File: config.mk
export PLATFORM = sky130hd
export DESIGN_NAME = imm_gen_stage
export DESIGN_NICKNAME = d
export VERILOG_FILES = /design/src/rtl/imm_gen_pkg.sv /design/src/rtl/imm_skid_buf.sv /design/src/rtl/imm_gen_stage.sv
export SDC_FILE = /design/constraint.sdc
export NUM_CORES = 1
export LEC_CHECK = 0
export CELL_PAD_IN_SITES_DETAIL_PLACEMENT = 0
export CELL_PAD_IN_SITES_GLOBAL_PLACEMENT = 2
export CORE_ASPECT_RATIO = 1.25
export CORE_MARGIN = 2
export CORE_UTILIZATION = 33
export CTS_CLUSTER_SIZE = 25
export DETAILED_ROUTE_END_ITERATION = 8
export GPL_ROUTABILITY_DRIVEN = 0
export HOLD_SLACK_MARGIN = 0.02
export PLACE_DENSITY = 0.92
export SYNTH_ARGS = -nofsm -noshare
export SYNTH_HDL_FRONTEND = slang
export SYNTH_SLANG_ARGS = --single-unit
File: constraint.sdc
create_clock -name clk_i -period 10.75 [get_ports clk_i]
set_input_delay 2.15 -clock clk_i [delete_from_list [all_inputs] [get_ports clk_i]]
set_output_delay 2.15 -clock clk_i [all_outputs]
set_load 0.03 [all_outputs]
File: src/rtl/imm_gen_pkg.sv
// Shared opcodes, immediate type codes and skid-buffer state codes for the immediate-generation stage.
package imm_gen_pkg;

   localparam int unsigned INSTR_W    = 32;
   localparam int unsigned OPCODE_W   = 7;
   localparam int unsigned IMM_TYPE_W = 3;

   // Base opcodes recognised by the stage
   localparam logic [OPCODE_W-1:0] OPC_LOAD   = 7'b0000011;
   localparam logic [OPCODE_W-1:0] OPC_FENCE  = 7'b0001111;
   localparam logic [OPCODE_W-1:0] OPC_OP_IMM = 7'b0010011;
   localparam logic [OPCODE_W-1:0] OPC_AUIPC  = 7'b0010111;
   localparam logic [OPCODE_W-1:0] OPC_STORE  = 7'b0100011;
   localparam logic [OPCODE_W-1:0] OPC_OP     = 7'b0110011;
   localparam logic [OPCODE_W-1:0] OPC_LUI    = 7'b0110111;
   localparam logic [OPCODE_W-1:0] OPC_BRANCH = 7'b1100011;
   localparam logic [OPCODE_W-1:0] OPC_JALR   = 7'b1100111;
   localparam logic [OPCODE_W-1:0] OPC_JAL    = 7'b1101111;
   localparam logic [OPCODE_W-1:0] OPC_SYSTEM = 7'b1110011;

   // Immediate type codes as seen on imm_type_o
   localparam logic [IMM_TYPE_W-1:0] IMM_NONE  = 3'd0;
   localparam logic [IMM_TYPE_W-1:0] IMM_I     = 3'd1;
   localparam logic [IMM_TYPE_W-1:0] IMM_S     = 3'd2;
   localparam logic [IMM_TYPE_W-1:0] IMM_B     = 3'd3;
   localparam logic [IMM_TYPE_W-1:0] IMM_U     = 3'd4;
   localparam logic [IMM_TYPE_W-1:0] IMM_J     = 3'd5;
   localparam logic [IMM_TYPE_W-1:0] IMM_SHAMT = 3'd6;
   localparam logic [IMM_TYPE_W-1:0] IMM_ZIMM  = 3'd7;

   // Occupancy of the output/skid pair
   typedef enum logic [1:0] {
      ST_EMPTY = 2'd0,
      ST_ONE   = 2'd1,
      ST_TWO   = 2'd2
   } skid_state_e;

   // OP-IMM funct3 values that carry a shift amount instead of an I immediate
   function automatic logic is_shift_imm(input logic [2:0] funct3);
      return (funct3 == 3'b001) || (funct3 == 3'b101);
   endfunction

endpackage

File: src/rtl/imm_skid_buf.sv
// Valid/ready buffer with an output register and an optional second (skid) entry.
module imm_skid_buf
   import imm_gen_pkg::*;
#(
   parameter int unsigned W       = 8,
   parameter bit          SKID_EN = 1'b1
) (
   input  logic         clk_i,
   input  logic         rst_i,
   input  logic         flush_i,
   input  logic         in_valid_i,
   output logic         in_ready_o,
   input  logic [W-1:0] in_data_i,
   output logic         out_valid_o,
   input  logic         out_ready_i,
   output logic [W-1:0] out_data_o
);

   skid_state_e  state_q;
   logic [W-1:0] out_q;
   logic [W-1:0] skid_q;
   logic         out_valid_q;
   logic         in_ready_q;
   logic         in_xfer;
   logic         out_xfer;

   // With a skid entry the ready is registered; without it, ready follows the consumer
   assign in_ready_o  = SKID_EN ? in_ready_q : (!out_valid_q || out_ready_i);
   assign in_xfer     = in_valid_i && in_ready_o && !flush_i;
   assign out_xfer    = out_valid_q && out_ready_i;
   assign out_valid_o = out_valid_q;
   assign out_data_o  = out_q;

   // Occupancy FSM; data registers only load on capture so held outputs stay stable
   always_ff @(posedge clk_i or posedge rst_i) begin
      if (rst_i) begin
         state_q     <= ST_EMPTY;
         out_q       <= '0;
         skid_q      <= '0;
         out_valid_q <= 1'b0;
         in_ready_q  <= 1'b1;
      end else if (flush_i) begin
         state_q     <= ST_EMPTY;
         out_valid_q <= 1'b0;
         in_ready_q  <= 1'b1;
      end else begin
         case (state_q)
            ST_EMPTY: begin
               if (in_xfer) begin
                  out_q       <= in_data_i;
                  out_valid_q <= 1'b1;
                  state_q     <= ST_ONE;
               end
            end
            ST_ONE: begin
               if (in_xfer && out_xfer) begin
                  out_q <= in_data_i;
               end else if (in_xfer && SKID_EN) begin
                  skid_q     <= in_data_i;
                  in_ready_q <= 1'b0;
                  state_q    <= ST_TWO;
               end else if (out_xfer) begin
                  out_valid_q <= 1'b0;
                  state_q     <= ST_EMPTY;
               end
            end
            ST_TWO: begin
               if (out_xfer) begin
                  out_q      <= skid_q;
                  in_ready_q <= 1'b1;
                  state_q    <= ST_ONE;
               end
            end
            default: begin
               out_valid_q <= 1'b0;
               in_ready_q  <= 1'b1;
               state_q     <= ST_EMPTY;
            end
         endcase
      end
   end

endmodule

File: src/rtl/imm_gen_stage.sv
// Fetch-to-decode stage: immediate extraction/extension, type classification,
// illegal-encoding flag and pc+imm precompute, registered through a skid buffer.
module imm_gen_stage
   import imm_gen_pkg::*;
#(
   parameter int unsigned XLEN    = 32,
   parameter bit          SKID_EN = 1'b1
) (
   input  logic                  clk_i,
   input  logic                  rst_i,
   input  logic                  flush_i,
   input  logic                  in_valid_i,
   output logic                  in_ready_o,
   input  logic [INSTR_W-1:0]    instr_i,
   input  logic [XLEN-1:0]       pc_i,
   output logic                  out_valid_o,
   input  logic                  out_ready_i,
   output logic [INSTR_W-1:0]    instr_o,
   output logic [XLEN-1:0]       pc_o,
   output logic [XLEN-1:0]       imm_o,
   output logic [IMM_TYPE_W-1:0] imm_type_o,
   output logic [XLEN-1:0]       target_o,
   output logic                  is_ctrl_o,
   output logic                  illegal_o
);

   localparam int unsigned PAY_W = INSTR_W + 3 * XLEN + IMM_TYPE_W + 2;

   logic [OPCODE_W-1:0]   opcode;
   logic [2:0]            funct3;
   logic [31:0]           imm32;
   logic [IMM_TYPE_W-1:0] imm_type;
   logic                  illegal;
   logic [XLEN-1:0]       imm_ext;
   logic [XLEN-1:0]       target;
   logic                  is_ctrl;
   logic [PAY_W-1:0]      in_pay;
   logic [PAY_W-1:0]      out_pay;

   assign opcode = instr_i[6:0];
   assign funct3 = instr_i[14:12];

   // Decode the immediate as a 32-bit value; zero-extended forms keep bit 31 clear
   always_comb begin
      imm32    = '0;
      imm_type = IMM_NONE;
      illegal  = 1'b0;
      case (opcode)
         OPC_LOAD, OPC_JALR: begin
            imm_type = IMM_I;
            imm32    = {{20{instr_i[31]}}, instr_i[31:20]};
         end
         OPC_OP_IMM: begin
            if (is_shift_imm(funct3)) begin
               imm_type = IMM_SHAMT;
               imm32    = (XLEN == 64) ? {26'b0, instr_i[25:20]} : {27'b0, instr_i[24:20]};
               illegal  = (XLEN == 32) && instr_i[25];
            end else begin
               imm_type = IMM_I;
               imm32    = {{20{instr_i[31]}}, instr_i[31:20]};
            end
         end
         OPC_STORE: begin
            imm_type = IMM_S;
            imm32    = {{20{instr_i[31]}}, instr_i[31:25], instr_i[11:7]};
         end
         OPC_BRANCH: begin
            imm_type = IMM_B;
            imm32    = {{19{instr_i[31]}}, instr_i[31], instr_i[7], instr_i[30:25],
                        instr_i[11:8], 1'b0};
         end
         OPC_LUI, OPC_AUIPC: begin
            imm_type = IMM_U;
            imm32    = {instr_i[31:12], 12'b0};
         end
         OPC_JAL: begin
            imm_type = IMM_J;
            imm32    = {{11{instr_i[31]}}, instr_i[31], instr_i[19:12], instr_i[20],
                        instr_i[30:21], 1'b0};
         end
         OPC_SYSTEM: begin
            if (funct3[2]) begin
               imm_type = IMM_ZIMM;
               imm32    = {27'b0, instr_i[19:15]};
            end
         end
         OPC_OP, OPC_FENCE: begin
            imm_type = IMM_NONE;
         end
         default: begin
            illegal = 1'b1;
         end
      endcase
   end

   // Extend to XLEN from bit 31; direct-target types get pc+imm, everything else pc+4
   assign imm_ext = XLEN'($signed(imm32));
   assign is_ctrl = (imm_type == IMM_B) || (imm_type == IMM_J);
   assign target  = pc_i + (is_ctrl ? imm_ext : XLEN'(4));

   assign in_pay = {instr_i, pc_i, imm_ext, imm_type, target, is_ctrl, illegal};

   imm_skid_buf #(
      .W       (PAY_W),
      .SKID_EN (SKID_EN)
   ) u_skid (
      .clk_i       (clk_i),
      .rst_i       (rst_i),
      .flush_i     (flush_i),
      .in_valid_i  (in_valid_i),
      .in_ready_o  (in_ready_o),
      .in_data_i   (in_pay),
      .out_valid_o (out_valid_o),
      .out_ready_i (out_ready_i),
      .out_data_o  (out_pay)
   );

   assign {instr_o, pc_o, imm_o, imm_type_o, target_o, is_ctrl_o, illegal_o} = out_pay;

endmodule

* Yosys cells after proc, flatten, opt, wreduce, memory -nomap -nowiden *
Index checks and enable logic that the tools add are counted.

operators by class
  bitwise operators = 2
  eq/ne operators = 29
  $add $sub $neg = 1
  multiplexer cells = 31
  reductions and logical operators = 17

operators with widths
  operator                                                         number
  133-bit two-way mux                                              3
  133-bit case mux with 3 select lines                             1
  32-bit case mux with 7 select lines                              1
  32-bit two-way mux                                               2
  32-bit adder                                                     1
  7-bit == test, second input constant                             4
  7-bit by 6-bit == test with 1-bit output, second input constant  3
  3-bit case mux with 7 select lines                               1
  7-bit by 5-bit == test with 1-bit output, second input constant  2
  2-bit two-way mux                                                6
  3-bit by 2-bit != test with 1-bit output, second input constant  4
  4-bit AND reduction                                              3
  1-bit two-way mux                                                10
  5-bit AND reduction                                              2
  10-bit OR reduction                                              1
  7-bit by 2-bit == test with 1-bit output, second input constant  1
  7-bit by 4-bit == test with 1-bit output, second input constant  1
  3-bit == test, second input constant                             2
  3-bit two-way mux                                                2
  2-bit by 1-bit != test with 1-bit output, second input constant  3
  3-bit != test, second input constant                             2
  1-bit case mux with 3 select lines                               2
  2-bit case mux with 3 select lines                               1
  5-bit two-way mux                                                1
  other kinds (14)                                                 21

storage, ports and cells
  output and inout port bits = 135
  register bits after elaboration = 270
  logic and storage cells = 85
  bits of input ports = 69

* Logic depth before layout (Yosys ltp) *
Gate-level depths: netlist of run 1.

  depth in word-level cells = 10
  gate-level depth with buffers = 17
  mapped depth without buffers = 16

* Cells and area by module *
A second synthesis of run 1 with hierarchy kept.

unflattened totals
  cell total of the unflattened synthesis = 1508
  area total of the unflattened synthesis = 15577.4 µm²

by module, submodules not included
  module         sequential area each (µm²)  times used  cells an instance  area an instance (µm²)
  imm_skid_buf   6757.7                      1           1095               12853.6
  imm_gen_stage  0.0                         1           413                2723.9

* Least setup slack after synthesis of run 1 *
No wires, ideal clock.

  path type = input-to-reg
  start point = input instr_i[4]
  end point = register u_skid.skid_q[30]
  path slack = 5.588 ns
  setup time = 0.130 ns
  stages = 14
  required time = 10.620 ns
  buffers on the path = 1
  arrival time = 5.032 ns
  cells stage by stage = clkbuf_1 nand4_1 nor4_2 a222oi_1 nand2b_1 fa_1 nor2b_2 o31a_2 o21ai_2 a21o_1 a211o_1 and3_1 o2111ai_1 nand3_1

on the way
  word-level cells in the longest chain between the ends = 7
  elaborated cells on any way between the ends = 18
  classes of those cells = add/sub: 1; eq/ne: 11; mux: 3; reduce/logical: 3

ends and longest elaborated chain
  element                                                                    RTL line             RTL
  start, declared                                                            imm_gen_stage.sv:14  input logic [INSTR_W-1:0] instr_i,
  7-bit by 6-bit == test with 1-bit output (tied with other cells)           imm_gen_stage.sv:48  case (opcode)
  2-bit OR reduction                                                         imm_gen_stage.sv:48
  3-bit case mux with 7 select lines                                         imm_gen_stage.sv:48
  3-bit by 2-bit == test with 1-bit output or 3-bit == test (tied branches)  imm_gen_stage.sv:98  assign is_ctrl = (imm_type == IMM_B) || (imm_type == IMM_J);
  1-bit logical OR                                                           imm_gen_stage.sv:98
  32-bit two-way mux *                                                       imm_gen_stage.sv:99  assign target = pc_i + (is_ctrl ? imm_ext : XLEN'(4));
  32-bit adder *                                                             imm_gen_stage.sv:99
  end signal, assigned                                                       imm_skid_buf.sv:59   skid_q <= in_data_i;
  end, declared                                                              imm_skid_buf.sv:21   logic [W-1:0] skid_q;

Every way passes the cells marked *; elsewhere a longest branch is shown, timed or not.
A chain may end at the register's enable or synchronous reset.

* Worst setup path in the final report of run 1 *
  start point = input instr_i[4]
  end point = register u_skid.out_q[32], in the netlist u_skid.out_data_o[32]

on the way
  word-level cells in the longest chain between the ends = 9
  elaborated cells on any way between the ends = 21
  classes of those cells = add/sub: 1; eq/ne: 11; mux: 6; reduce/logical: 3

ends and longest elaborated chain
  element                                                                    RTL line                                RTL
  7-bit by 6-bit == test with 1-bit output (tied with other cells)           imm_gen_stage.sv:48
  2-bit OR reduction                                                         imm_gen_stage.sv:48
  3-bit case mux with 7 select lines                                         imm_gen_stage.sv:48
  3-bit by 2-bit == test with 1-bit output or 3-bit == test (tied branches)  imm_gen_stage.sv:98
  1-bit logical OR                                                           imm_gen_stage.sv:98
  32-bit two-way mux *                                                       imm_gen_stage.sv:99
  32-bit adder *                                                             imm_gen_stage.sv:99
  133-bit two-way mux (on tied branches)                                     imm_skid_buf.sv:56, imm_skid_buf.sv:49
  133-bit case mux with 3 select lines *                                     imm_skid_buf.sv:47                      case (state_q)
  end signal, assigned                                                       imm_skid_buf.sv:50                      out_q <= in_data_i;
  end signal, assigned                                                       imm_skid_buf.sv:57                      out_q <= in_data_i;
  end signal, assigned                                                       imm_skid_buf.sv:69                      out_q <= skid_q;
  end, declared                                                              imm_skid_buf.sv:20                      logic [W-1:0] out_q;

Every way passes the cells marked *; elsewhere a longest branch is shown, timed or not. The select of a mux whose other input is x is not followed.

==> flow_metrics.env, run 1 <==
export IMPL_vias=11566
export IMPL_synth_mux_area_fraction_pct=0.0744
export IMPL_globalRoute_totalOverflow=0
export IMPL_start_kind="input pin"
export IMPL_synth_compound_area_share_pct=17.9
export IMPL_synthArstFlopShare_pct=100
export IMPL_cts_buffers_inserted=30
export IMPL_synthSimpleGateAreaFrac_pct=23.2
export IMPL_skew_ps=12.3
export IMPL_drc=0
export IMPL_io_buffers=203
export IMPL_hold_viol_final=0
export IMPL_hold_end="u_skid.out_data_o[63]$_DFFE_PP0P_"
export IMPL_min_from="u_skid.out_data_o[63]$_DFFE_PP0P_"
export IMPL_critPathKind="in -> reg"
export IMPL_maxCapViolCount=0
export IMPL_dr_pass1_iters=5
export IMPL_ys_seq_area_share_pct=50.2
export IMPL_grt_max_degree=139
export IMPL_fillers=3958
export IMPL_synth_distinct_cells=68
export IMPL_synth_edf_count=0
export IMPL_clk_pin_slew_ps=60
export IMPL_reg2reg_from="u_skid.in_ready_o$_DFFE_PP1P_"
export IMPL_synth_top_family_by_area="simple AND/OR/NAND/NOR gates"
export IMPL_antenna_found_initial=0
export IMPL_p_total_w=0.00389
export IMPL_htreeDepth=1
export IMPL_hold_path_class="reg -> reg"
export IMPL_finalSetupTns_ps=0
export IMPL_worstPathCellList="clkdlybuf4s50_1 -> nand2b_1 -> or3_4 -> nand2_1 -> a222oi_1 -> nand2_1 -> ha_1 -> nor2b_2 -> o31a_2 -> o21ai_2 -> a21o_1 -> a22o_4 -> a21oi_1 -> o21a_1 -> o31ai_1"
export IMPL_outcome="complete, no violations"
export IMPL_finalSetupViolCount=0
export IMPL_grt_usage_pct=19.5
export IMPL_min_path_cells=1
export IMPL_drtAntennaViolNets=0
export IMPL_yosys_warnings=0
export IMPL_syn_num_nets=1700
export IMPL_syn_cell_area_mm2=0.0135
export IMPL_num_rows=82
export IMPL_die_w_um=185
export IMPL_cts_sinks=270
export IMPL_tightest_slew_ps=1140
export IMPL_die_h_um=230
export IMPL_ys_seq_elements=270
export IMPL_worst_r2r_endpoint="u_skid.out_data_o[30]$_DFFE_PP0P_"
export IMPL_crit_path_max_fanout=11
export IMPL_final_util_pct=42.0
export IMPL_syn_to_final_growth_pct=25.1
export IMPL_vias_per_cell=5.02
export IMPL_totalWireLength_um=41200
export IMPL_r2r_slack_ps=7480
export IMPL_synth_adder_area_share_pct=3.03
export IMPL_dp_hpwl_um=27700
export IMPL_fmax_mhz=172
export IMPL_pin_count=204
export IMPL_use_met3_pct=2.72
export IMPL_r2r_cells=10
export IMPL_post_cts_setup_buffers=0
export IMPL_cp_common_cell="nand2_1"
export IMPL_core_mm2=0.0401
export IMPL_ctsHoldBuffers=0
export IMPL_ys_flop_type="dfrtp_1"
export IMPL_grt_pass1_vias=11232
export IMPL_avgSynthCellArea_um2=8.41
export IMPL_slew_viol_final=0
export IMPL_crit_required_ps=11210
export IMPL_relSlewSlack_pct=24.2
export IMPL_peakVddDrop_uv=154
export IMPL_cts_resized=0
export IMPL_clk_latency_ps=570
export IMPL_grt_use_met1_pct=25.7
export IMPL_drt_first_iter_violations=628
export IMPL_synth_cells=1599
export IMPL_grt_pass1_wl_um=65300
export IMPL_critPathMaxStageDelay_ps=870
export IMPL_n_antenna_cell=0
export IMPL_min_period_ps=5820
export IMPL_initial_core_util_pct=33.5
export IMPL_critPathSlowestCell="a222oi_1"
export IMPL_setup_worst_path_end_class="register"
export IMPL_p_leak_nw=7.71
export IMPL_cts_root_buf="clkbuf_16"
export IMPL_rsz0062_at_grt="no"
export IMPL_met2_usage_pct=33.4
export IMPL_grt_busiest_layer="met2"
export IMPL_powerDensity_mw_per_mm2=231
export IMPL_holdWs_ps=470
export IMPL_cts_buffer_depth=3
export IMPL_finalCritPeriodShare_pct=54.1
export IMPL_cts_tree="built"
export IMPL_synth_xor_area_share_pct=1.76
export IMPL_layout_nets=1838
export IMPL_drive_above_1_share_pct=4.84
export IMPL_wl_per_cell_um=17.9
export IMPL_arrival_ps=6280
export IMPL_dieArea_mm2=0.0424
## layout make-up
cell class	instances	area, um^2	share of cell area (%)
tap	546	683	4.06
inverter	13	56.3	0.334
multi-input combinational	1207	6220	37.0
sequential	270	6760	40.1
timing repair buffer	215	2130	12.7
clock inverter	5	75.1	0.446
clock buffer	47	906	5.38
## worst max path at each step
stage                     from                                end  slack (ps)  cells after the start
detailed placement  instr_i[4]      u_skid.skid_q[28]$_DFFE_PP0P_        4350                     15
CTS                 instr_i[4]      u_skid.skid_q[28]$_DFFE_PP0P_        4950                     15
floorplan                rst_i   u_skid.out_data_o[0]$_DFFE_PP0P_        1160                      1
finish              instr_i[4]  u_skid.out_data_o[32]$_DFFE_PP0P_        4930                     15
global route        instr_i[3]      u_skid.skid_q[31]$_DFFE_PP0P_        4540                     14
global placement    instr_i[4]  u_skid.out_data_o[32]$_DFFE_PP0P_        4460                     15
## flip-flops by register name, indices dropped and copies added (netlist names)
| register | cells |
|---|---|
| u_skid.out_valid_o | 1 |
| u_skid.state_q | 2 |
| u_skid.in_ready_o | 1 |
| u_skid.out_data_o | 133 |
| u_skid.skid_q | 133 |
## kinds of logic after synthesis
logic type	after synthesis
simple gates	755
compound gates	391
flops	270
buf+inv	122
fa+ha+maj	32
xor+xnor	27
other cells	1
mux	1
## cell usage after synthesis (8+ instances only)
cell type    n  area (um^2)
nand2_1    490         1840
dfrtp_1    269         6730
nor2_1     156          586
a21oi_1    101          505
o21ai_0     94          470
a31oi_1     79          494
clkbuf_1    62          233
a21o_1      36          270
buf_2       34          170
ha_1        31          388
a211oi_1    22          165
and2_1      20          125
xnor2_1     19          166
nand3_1     18         90.1
and3_1      15         93.8
inv_1       13         48.8
nand4_1     10         62.6
nor3_1      10         50.1
xor2_1       8         70.1
## report_power, final
group,leakage [nW],internal (W),switching (W),total (W)
sequential,3.35,0.00137,0.000197,0.00157
clock,0.483,0.000619,0.000412,0.00103
combinational,3.88,0.000506,0.000781,0.00129
total,7.71,0.00250,0.00139,0.00389
## stage by stage
step / instances / area (um^2) / setup WS, ps
2_1_floorplan: 1599 / 13500 / 1160
3_3_place_gp: 2251 / 15900 / 4460
3_5_place_dp: 2251 / 15900 / 4350
4_1_cts: 2303 / 16800 / 4950
5_1_grt: 2303 / 16800 / 4540
6_report: 2303 / 16800 / 4930
## layer usage
| layer | share of wire, % | wire, um |
|---|---|---|
| met1 | 44 | 18000 |
| met2 | 49 | 20400 |
| met3 | 4.4 | 1810 |
| met4 | 2.3 | 956 |
| met5 | 0 | 0 |
## layout by cell type (no fill, tap or decap), drive strengths merged, types with 12 or more instances in the layout
master	Yosys	final
nand3	19	19
xnor2	19	19
ha	31	31
and2	20	20
and3	15	15
dfrtp	269	269
a211oi	23	23
nor2	157	157
a21oi	103	103
nand2	490	490
a21o	36	36
o21ai	102	102
clkbuf	64	47
buf	45	12
nor3	12	12
a31oi	79	79
clkdlybuf4s50	0	203
inv	13	13
## critical path, delay by kind of cell
family | cells | cell delay [ps]
compound gates | 8 | 2260
simple gates | 5 | 820
buf+inv | 1 | 690
fa+ha+maj | 1 | 360
Power figures use the tool's default switching activity.
==> run 2: changes to the inputs <==
--- a/config.mk
+++ b/config.mk
@@ -9,12 +9,12 @@
 export CELL_PAD_IN_SITES_GLOBAL_PLACEMENT = 2
 export CORE_ASPECT_RATIO = 1.25
 export CORE_MARGIN = 2
-export CORE_UTILIZATION = 33
+export CORE_UTILIZATION = 29
 export CTS_CLUSTER_SIZE = 25
 export DETAILED_ROUTE_END_ITERATION = 8
 export GPL_ROUTABILITY_DRIVEN = 0
 export HOLD_SLACK_MARGIN = 0.02
-export PLACE_DENSITY = 0.92
+export PLACE_DENSITY = 0.87
 export SYNTH_ARGS = -nofsm -noshare
 export SYNTH_HDL_FRONTEND = slang
 export SYNTH_SLANG_ARGS = --single-unit
==> constraint.sdc (replaced) <==
create_clock -name clk_i -period 5 [get_ports clk_i]
set_input_delay 1 -clock clk_i [delete_from_list [all_inputs] [get_ports clk_i]]
set_output_delay 1 -clock clk_i [all_outputs]
set_load 0.03 [all_outputs]
==> flow_metrics.env, run 2 (same netlist as run 1, synthesis figures left out) <==
export IMPL_peakVddDrop_uv=266
export IMPL_net_switching_power_w=0.00305
export IMPL_vias_per_cell=4.90
export IMPL_skew_ps=11.9
export IMPL_relSlewSlack_pct=32.5
export IMPL_syn_to_final_growth_pct=27.6
export IMPL_final_cell_mix="nand2_1, dfrtp_1, clkdlybuf4s50_1"
export IMPL_arrival_ps=4860
export IMPL_fin_ws_ps=582
export IMPL_layout_area_seq_mm2=0.00676
export IMPL_die_h_um=245
export IMPL_die_w_um=197
export IMPL_tightest_slew_ps=1010
export IMPL_swShare_pct=35.9
export IMPL_critPathKind="in -> reg"
export IMPL_clk_latency_ps=580
export IMPL_drive_above_1_share_pct=6.39
export IMPL_instances_no_fill=2368
export IMPL_min_from="u_skid.skid_q[114]$_DFFE_PP0P_"
export IMPL_clk_pin_slew_ps=60
export IMPL_layout_nets=1862
export IMPL_hold_end="u_skid.skid_q[114]$_DFFE_PP0P_"
export IMPL_cts_resized=0
export IMPL_placedCellCount=2314
export IMPL_dp_worst_setup_slack_ps=45.9
export IMPL_hold_path_class="reg -> reg"
export IMPL_seqPwrFrac_pct=39.8
export IMPL_initial_core_util_pct=29.2
export IMPL_internal_power_w=0.00544
export IMPL_r2r_slack_ps=2470
export IMPL_pin_count=204
export IMPL_outcome="complete, no violations"
export IMPL_finalSetupViolCount=0
export IMPL_totalWireLength_um=44000
export IMPL_wl_per_cell_um=18.6
export IMPL_grt_usage_pct=18.1
export IMPL_dp_hpwl_um=30800
export IMPL_worst_r2r_endpoint="u_skid.out_data_o[56]$_DFFE_PP0P_"
export IMPL_io_buffers=203
export IMPL_reg2reg_from="u_skid.state_q[1]$_DFFE_PP0P_"
export IMPL_globalRoute_totalOverflow=0
export IMPL_cts_buffers_inserted=30
export IMPL_p_comb_share_pct=33.1
export IMPL_drtAntennaViolNets=0
export IMPL_fillers=4735
export IMPL_finalSetupTns_ps=0
export IMPL_hold_viol_final=0
export IMPL_core_mm2=0.0460
export IMPL_grt_pass1_vias=11413
export IMPL_rsz0062_at_grt="no"
export IMPL_htreeDepth=1
export IMPL_cts_sinks=270
export IMPL_n_antenna_cell=0
export IMPL_cts_root_buf="clkbuf_16"
export IMPL_finalCritPeriodShare_pct=88.4
export IMPL_min_period_ps=4420
export IMPL_powerDensity_mw_per_mm2=494
export IMPL_maxCapViolCount=0
export IMPL_p_leak_nw=7.87
export IMPL_dieArea_mm2=0.0481
export IMPL_antenna_found_initial=0
export IMPL_ctsHoldBuffers=0
export IMPL_cts_tree="built"
export IMPL_min_path_cells=2
export IMPL_post_cts_setup_buffers=0
export IMPL_start_kind="input pin"
export IMPL_num_rows=88
export IMPL_setup_worst_path_end_class="register"
export IMPL_vias=11615
export IMPL_cts_buffer_depth=3
export IMPL_crit_required_ps=5440
export IMPL_drt_first_iter_violations=677
export IMPL_r2r_cells=8
export IMPL_crit_path_max_fanout=9
export IMPL_layout_commonest_cell="nand2_1"
export IMPL_multiInputGateArea_mm2=0.00622
export IMPL_drc=0
export IMPL_p_clk_share_pct=27.1
export IMPL_grt_pass1_wl_um=67900
export IMPL_grt_max_degree=148
export IMPL_dr_pass1_iters=5
export IMPL_slew_viol_final=0
export IMPL_fmax_mhz=226
## run 2: worst max path at each step
| stage | slack, ps | start | endpoint |
|---|---|---|---|
| final | 580 | instr_i[5] | u_skid.out_data_o[33]$_DFFE_PP0P_ |
| after global routing | 320 | instr_i[5] | u_skid.out_data_o[32]$_DFFE_PP0P_ |
| after CTS | 660 | instr_i[5] | u_skid.out_data_o[32]$_DFFE_PP0P_ |
| after detailed placement | 50 | instr_i[5] | u_skid.out_data_o[33]$_DFFE_PP0P_ |
| after global placement | 140 | instr_i[5] | u_skid.out_data_o[32]$_DFFE_PP0P_ |
| after floorplan | 430 | rst_i | u_skid.out_data_o[0]$_DFFE_PP0P_ |
## run 2: final cells by class
cell class	instances	area share, %
Timing Repair Buffer	239	13.8
Clock buffer	47	5.45
Tap cell	585	4.26
Sequential cell	270	39.4
Multi-Input combinational cell	1207	36.2
Inverter	13	0.306
Clock inverter	7	0.532
## run 2: critical path, cell delays in order
cell and delay (ps):
clkdlybuf4s50_1 640, nand2_1 200, or3_4 440, o21bai_2 300
a21oi_1 180, nor2_1 230, ha_1 280, nand2_1 160
o21ai_0 400, a21oi_1 130, o21ai_0 290, a211oi_1 110
a21boi_1 160, xnor2_1 220, o22ai_1 110
## run 2: power by group through the flow
stage	Clock, W	Combinational (W)	Sequential (W)
6_report	0.00230	0.00281	0.00338
5_1_grt	0.00247	0.00305	0.00348
4_1_cts	0.00237	0.00286	0.00338
3_5_place_dp	0	0.00285	0.00341
3_3_place_gp	0	0.00281	0.00339
2_1_floorplan	0	0.000954	0.00406
## run 2: metrics by stage
| step | instance area (um^2) | total power, W | hold slack, ps | utilization [%] |
|---|---|---|---|---|
| 6_report | 17200 | 0.00848 | 471 | 37.3 |
| 5_1_grt | 17200 | 0.00899 | 492 | 37.3 |
| 4_1_cts | 17200 | 0.00861 | 474 | 37.3 |
| 3_5_place_dp | 16100 | 0.00626 | 460 | 35.1 |
| 3_3_place_gp | 16100 | 0.00620 | 453 | 35.1 |
| 2_1_floorplan | 13500 | 0.00501 | 440 | - |
## run 2: routing by layer
layer	routed length, um	vias up	track usage (%)
met2	21700	265	31.7
met1	19500	5577	23.4
met4	781	0	4.47
li1	-	5727	-
met3	2050	46	2.51
met5	0	-	0
